**config.mk**
```make
export PLATFORM = sky130hd
export DESIGN_NAME = microwave_timer
export DESIGN_NICKNAME = d
export VERILOG_FILES = /design/src/rtl/microwave_pkg.sv /design/src/rtl/tick_divider.sv /design/src/rtl/microwave_timer.sv
export SDC_FILE = /design/constraint.sdc
export NUM_CORES = 1
export LEC_CHECK = 0
export CAP_MARGIN = 20
export CORE_UTILIZATION = 39
export DETAILED_ROUTE_END_ITERATION = 6
export GPL_TIMING_DRIVEN = 1
export HOLD_SLACK_MARGIN = 0.12
export PLACE_DENSITY_LB_ADDON = 0.12
export SYNTH_ARGS = -nofsm -noshare
export SYNTH_HDL_FRONTEND = slang
export SYNTH_HIERARCHICAL = 1
export SYNTH_SLANG_ARGS = --single-unit
```
**constraint.sdc**
```tcl
create_clock -name clk -period 7.5 [get_ports clk]
set_clock_uncertainty 0.05 [all_clocks]
set_input_delay 1.5 -clock clk [delete_from_list [all_inputs] [get_ports clk]]
set_output_delay 1.5 -clock clk [all_outputs]
set_load 0.03 [all_outputs]
```
**src/rtl/microwave_pkg.sv**
```systemverilog
// Shared types and defaults for the microwave oven cook timer.
// - timer_state_t : one-hot 5-bit timer state encoding
// - ADD_STEP_DEF  : default seconds added per panel add pulse
// - TICK_DIV_DEF  : default clk cycles per second
package microwave_pkg;

    typedef enum logic [4:0] {
        ST_EMPTY = 5'b00001,
        ST_ARMED = 5'b00010,
        ST_RUN   = 5'b00100,
        ST_HOLD  = 5'b01000,
        ST_DONE  = 5'b10000
    } timer_state_t;

    localparam int ADD_STEP_DEF = 30;
    localparam int TICK_DIV_DEF = 10;

endpackage

```
**src/rtl/tick_divider.sv**
```systemverilog
// Seconds prescaler for the cook timer.
// - clk, nrst : clock, async active-low reset
// - en        : count this cycle (timer running with heat)
// - sync_clr  : synchronous clear to zero, wins over en
// - tick      : one-cycle pulse on the cycle the count wraps
module tick_divider #(
    parameter int TICK_DIV = 10
) (
    input  logic clk,
    input  logic nrst,
    input  logic en,
    input  logic sync_clr,
    output logic tick
);

    localparam int CW = (TICK_DIV > 1) ? $clog2(TICK_DIV) : 1;
    localparam logic [CW-1:0] LAST = CW'(TICK_DIV - 1);

    logic [CW-1:0] cnt;

    // Tick is the wrap cycle, so the owner can act on it on the same edge.
    assign tick = en && !sync_clr && (cnt == LAST);

    always_ff @(posedge clk or negedge nrst) begin
        if (!nrst)
            cnt <= '0;
        else if (sync_clr)
            cnt <= '0;
        else if (en)
            cnt <= (cnt == LAST) ? '0 : cnt + CW'(1);
    end

endmodule

```
**src/rtl/microwave_timer.sv**
```systemverilog
// Cook-time counter paired with the oven controller's heat/finish handshake.
// - clk, nrst        : clock, async active-low reset
// - heat             : controller is cooking; seconds count only while high
// - load, load_val   : panel pulse, set remaining time
// - add              : panel pulse, add ADD_STEP seconds (saturating)
// - clr              : panel pulse, cancel (stop button while running)
// - finish           : registered, cooking complete (held until heat drops)
// - running          : registered, actively counting
// - remaining        : registered, seconds left
module microwave_timer
    import microwave_pkg::*;
#(
    parameter int W        = 8,
    parameter int TICK_DIV = TICK_DIV_DEF,
    parameter int ADD_STEP = ADD_STEP_DEF
) (
    input  logic         clk,
    input  logic         nrst,
    input  logic         heat,
    input  logic         load,
    input  logic [W-1:0] load_val,
    input  logic         add,
    input  logic         clr,
    output logic         finish,
    output logic         running,
    output logic [W-1:0] remaining
);

    localparam logic [W:0] ADD_W = (W+1)'(ADD_STEP);

    timer_state_t state, state_nxt;
    logic [W-1:0] rem_nxt, base;
    logic [W:0]   sum;
    logic [W-1:0] added;
    logic         tick, pre_en, pre_clr;

    // Saturating add shared by every state that accepts the add pulse.
    assign sum   = {1'b0, remaining} + ADD_W;
    assign added = sum[W] ? '1 : sum[W-1:0];

    // The prescaler only advances while really cooking; it keeps its value
    // through HOLD so a paused second is not restarted from zero.
    assign pre_en  = (state == ST_RUN) && heat && (remaining != '0);
    assign pre_clr = ((state != ST_RUN) && (state != ST_HOLD)) ||
                     ((state == ST_HOLD) && (clr || load));

    tick_divider #(.TICK_DIV(TICK_DIV)) u_div (
        .clk      (clk),
        .nrst     (nrst),
        .en       (pre_en),
        .sync_clr (pre_clr),
        .tick     (tick)
    );

    always_comb begin
        state_nxt = state;
        rem_nxt   = remaining;
        base      = add ? added : remaining;
        case (state)
            ST_EMPTY: begin
                if (clr) begin
                    state_nxt = ST_EMPTY;
                end else if (load) begin
                    if (load_val != '0) begin
                        state_nxt = ST_ARMED;
                        rem_nxt   = load_val;
                    end
                end else if (add) begin
                    state_nxt = ST_ARMED;
                    rem_nxt   = added;
                end else if (heat) begin
                    // Cooking with no time on the clock ends immediately.
                    state_nxt = ST_DONE;
                end
            end
            ST_ARMED, ST_HOLD: begin
                if (clr) begin
                    state_nxt = ST_EMPTY;
                    rem_nxt   = '0;
                end else if (load) begin
                    state_nxt = (load_val == '0) ? ST_EMPTY : ST_ARMED;
                    rem_nxt   = load_val;
                end else if (add) begin
                    rem_nxt   = added;
                end else if (heat) begin
                    state_nxt = ST_RUN;
                end
            end
            ST_RUN: begin
                // Reaching zero on a tick finishes on the following edge.
                if (remaining == '0) begin
                    state_nxt = ST_DONE;
                end else if (clr) begin
                    state_nxt = ST_DONE;
                    rem_nxt   = '0;
                end else begin
                    rem_nxt = tick ? base - W'(1) : base;
                    if (!heat)
                        state_nxt = ST_HOLD;
                end
            end
            ST_DONE: begin
                // finish is held as a level until the controller drops heat.
                if (!heat)
                    state_nxt = ST_EMPTY;
            end
            default: begin
                state_nxt = ST_EMPTY;
                rem_nxt   = '0;
            end
        endcase
    end

    always_ff @(posedge clk or negedge nrst) begin
        if (!nrst) begin
            state     <= ST_EMPTY;
            remaining <= '0;
            finish    <= 1'b0;
            running   <= 1'b0;
        end else begin
            state     <= state_nxt;
            remaining <= rem_nxt;
            finish    <= (state_nxt == ST_DONE);
            running   <= (state_nxt == ST_RUN);
        end
    end

endmodule

```
==> results.yml <==
run_status:
  status: "finished clean"
clocking:
  h-tree-depth: 1
  cts_resized: 0
  cts_hold_repair.buffers: 0
  cts_made_buffers: 3
  cts_tree: "done"
  worstSkewPairLatency_ns: 0.26
  cts-root-buf: "clkbuf_8"
  cts.sink_count: 19
  post_cts_setup_buffer_count: 0
  clk_path_buf_depth: 2
  clkTransAtPathRegs_ns: 0.08
timing:
  setup_violators_final: 0
  rsz0062_at_grt: "no"
  fin_crit_sh_pct: 58.3
  max_clock_freq_mhz: 229
  finalWorstSetupSlack_ns: 3.12
  timing.hold.ws_ns: 0.536
  report.final.slew_viol_count: 0
  slew_limit_headroom_pct: 39.2
  final-hold-violation-count: 0
  totalNegativeSetupSlack_ns: 0
  worstMarginPinSlew_ns: 0.910
  final.min_clock_period_ns: 4.38
final_layout:
  area_growth_pct: 14.7
  post-route-util_pct: 46.9
  finalNonFillerCells: 319
  final_layout_size_suffix_gt1_share_pct: 8.73
  num_antenna_cells: 0
  num-nets-final: 271
global_route:
  grt.total_usage_pct: 20.4
  grt_pass1_wl_um: 8450
  grt_max_degree: 24
  gr-total-overflow: 0
  grt_antenna_before_repair: 0
  via_count_of_the_first_global_routing_pass: 1693
hold_path:
  hp-class: "reg2reg"
  worstHoldStart: "u_div/cnt[2]$_DFFE_PN0P_"
  worst_hold_path.endpoint: "u_div/cnt[2]$_DFFE_PN0P_"
  timing.hold.worst_path_depth: 2
flow_run:
  maxCapViolCount: 0
floorplanning:
  io_pins: 24
  die-width_um: 72.6
  rows: 25
  floorplan.initialDensity_pct: 40.9
  core_region_area_um2: 4750
  die_area_um2: 5280
  die-height_um: 72.6
setup_path:
  reg2reg_to: "remaining[7]$_DFFE_PN0P_"
  path_max_fanout: 14
  timing.critical_path.to_type: "flip-flop"
  cpPeakStageDelay_ns: 0.66
  critical_path_arrival_ns: 4.50
  setup.worst_path.class: "in2reg"
  slowest_stage: "clkdlybuf4s50_1"
  crit_path_cell_trace: "clkdlybuf4s50_1, nor3_1, a21o_1, nand2_1, nor3b_1, nor2b_1, o211ai_1, a211o_1, o31a_1, o31ai_1"
  worstSetupStartpointType: "input pin"
  ff2ff_path_depth: 8
  ff2ff_setup_slack_ns: 4.31
  r2r-start: "state[1]$_DFF_PN0_"
  worst_ep_required_time_ns: 7.63
placement:
  routabilityCongestion: 0.903
  pre_cts_slack_ns: 2.86
  place.port_buffers: 23
  placed_cells: 315
  detailed_place_hpwl_um: 3740
pwr:
  p_leak_nw: 0.816
  switchingPower_w: 0.000334
  internal-power_w: 0.000343
  worst_ir_drop_on_vdd_mv: 0.131
  power_density_nw_per_um2: 303
  power.share.sequential_pct: 31.9
  sw_frac_of_total_pct: 49.4
  power_frac_clock_pct: 11.0
  p_comb_share_pct: 57.1
synth:
  synth.area.top_cells: "dfrtp_1 23%, nand2_1 3.9%, nor2_1 3.7%, a21oi_1 3.1%, o21ai_0 2.8%"
  sequential_element_share_of_the_synthesized_area_pct: 24.5
  async_set_or_reset_register_ratio_after_synthesis_pct: 100
  netlist-cell-type-count: 68
  ys_seq_elements: 19
  ys_dominant_reg_cell: "dfrtp_1"
  synth_nets: 258
  synth_edf_count: 0
  post-synth-top-area-cell: "dfrtp_1"
  netlist_area_before_placement_um2: 1950
  avgSynthCellArea_um2: 8.11
  ys.warnings.count: 6
  yosys.cell_count.top_type: "nand2_1"
  netlist_top_cells_count: "20 x nand2_1, 19 x nor2_1, 18 x dfrtp_1, 12 x a21oi_1, 11 x o21ai_0"
  synth.top_cell.area_share_pct: 23.2
  post_synth_inst_count: 240
drt:
  wl_um: 5230
  remaining_drc_errors: 0
  route.antenna.remaining_nets: 0
  detail_route.wl_per_cell_um: 16.4
  starting_drc_count_in_detailed_routing: 158
  viasPerCell: 5.95
  firstDrtPassIters: 4
  vias: 1898
## cells in the final DEF, fill, tap and decap left out, types with 3 or more instances in the layout
| cell type | instances |
|---|---|
| o221ai_1 | 3 |
| inv_1 | 5 |
| nand2_1 | 20 |
| nor2_1 | 19 |
| clkbuf_8 | 3 |
| nand2b_1 | 7 |
| a21o_1 | 3 |
| nor3_1 | 5 |
| ha_1 | 4 |
| nor2b_1 | 7 |
| and2_1 | 3 |
| and4_1 | 3 |
| mux2i_1 | 3 |
| nand4_1 | 5 |
| o211ai_1 | 4 |
| a31oi_1 | 6 |
| o21ai_0 | 11 |
| dfrtp_1 | 18 |
| o22ai_1 | 4 |
| clkdlybuf4s50_1 | 23 |
| xor2_1 | 3 |
| nor4_1 | 3 |
| o21a_1 | 3 |
| a211o_1 | 5 |
| a22oi_1 | 3 |
| nand3_1 | 7 |
| nand3b_1 | 6 |
| nor3b_1 | 4 |
| a21oi_1 | 12 |
## power by group through the flow
stage | clock (W) | sequential (W) | combinational (W)
floorplan | 0 | 0.000193 | 0.000301
global placement | 0 | 0.000217 | 0.000387
detailed placement | 0 | 0.000217 | 0.000383
CTS | 0.0000784 | 0.000215 | 0.000385
global route | 0.0000820 | 0.000224 | 0.000422
finish | 0.0000744 | 0.000216 | 0.000387
## sequential cells by signal, indices dropped and copies added (netlist names)
name and count:
u_div/cnt 4, remaining 8, running 1, state 5, finish 1
## cell type report
| cell class | count | area, um^2 |
|---|---|---|
| clock buffer | 4 | 45.0 |
| fill | 484 | 2520 |
| inverter | 6 | 22.5 |
| multi-input combinational | 199 | 1370 |
| sequential | 19 | 477 |
| tap | 67 | 83.8 |
| timing repair buffer | 24 | 238 |
## routing by layer
layer | global-route usage [%] | wire, um | vias to the layer above
li1 | - | - | 936
met4 | 4.58 | 29 | 0
met2 | 31.5 | 2310 | 54
met1 | 30.8 | 2640 | 906
met3 | 1.80 | 246 | 2
met5 | 0 | 0 | -
## worst max path at each step
stage / start / end / slack (ns) / cells past startpoint
floorplan: clr / remaining[7]$_DFFE_PN0P_ / 3.76 / 10
detailed placement: load / remaining[7]$_DFFE_PN0P_ / 2.86 / 10
global placement: load / remaining[7]$_DFFE_PN0P_ / 2.93 / 10
finish: load / remaining[7]$_DFFE_PN0P_ / 3.12 / 10
CTS: load / remaining[7]$_DFFE_PN0P_ / 3.10 / 10
global route: load / remaining[7]$_DFFE_PN0P_ / 2.82 / 10
## per-stage QoR
step / instance area, um^2 / power [W]
after floorplan: 1950 / 0.000494
after global placement: 2190 / 0.000604
after detailed placement: 2190 / 0.000600
after CTS: 2230 / 0.000679
after global routing: 2230 / 0.000728
final: 2230 / 0.000677
## critical path, delay by kind of cell
family                 cells  cell delay, ns
AO/OA/AOI/OAI              5            1.12
AND/OR/NAND/NOR            4            1.21
buffers and inverters      1            0.66
## cell families (layout without fill, tap and decap cells)
kind of cell             count (synthesis)  in the layout  synth area share (%)
adder cells (fa/ha/maj)                  4              4                  2.57
AND/OR/NAND/NOR                        109            109                  34.3
AO/OA/AOI/OAI                           76             76                  28.4
multiplexers                             5              5                  2.70
buffers and inverters                   22             34                  5.27
flip-flops                              19             19                  24.5
XOR/XNOR                                 5              5                  2.25
Note: power is estimated with default switching activity, not from simulation.
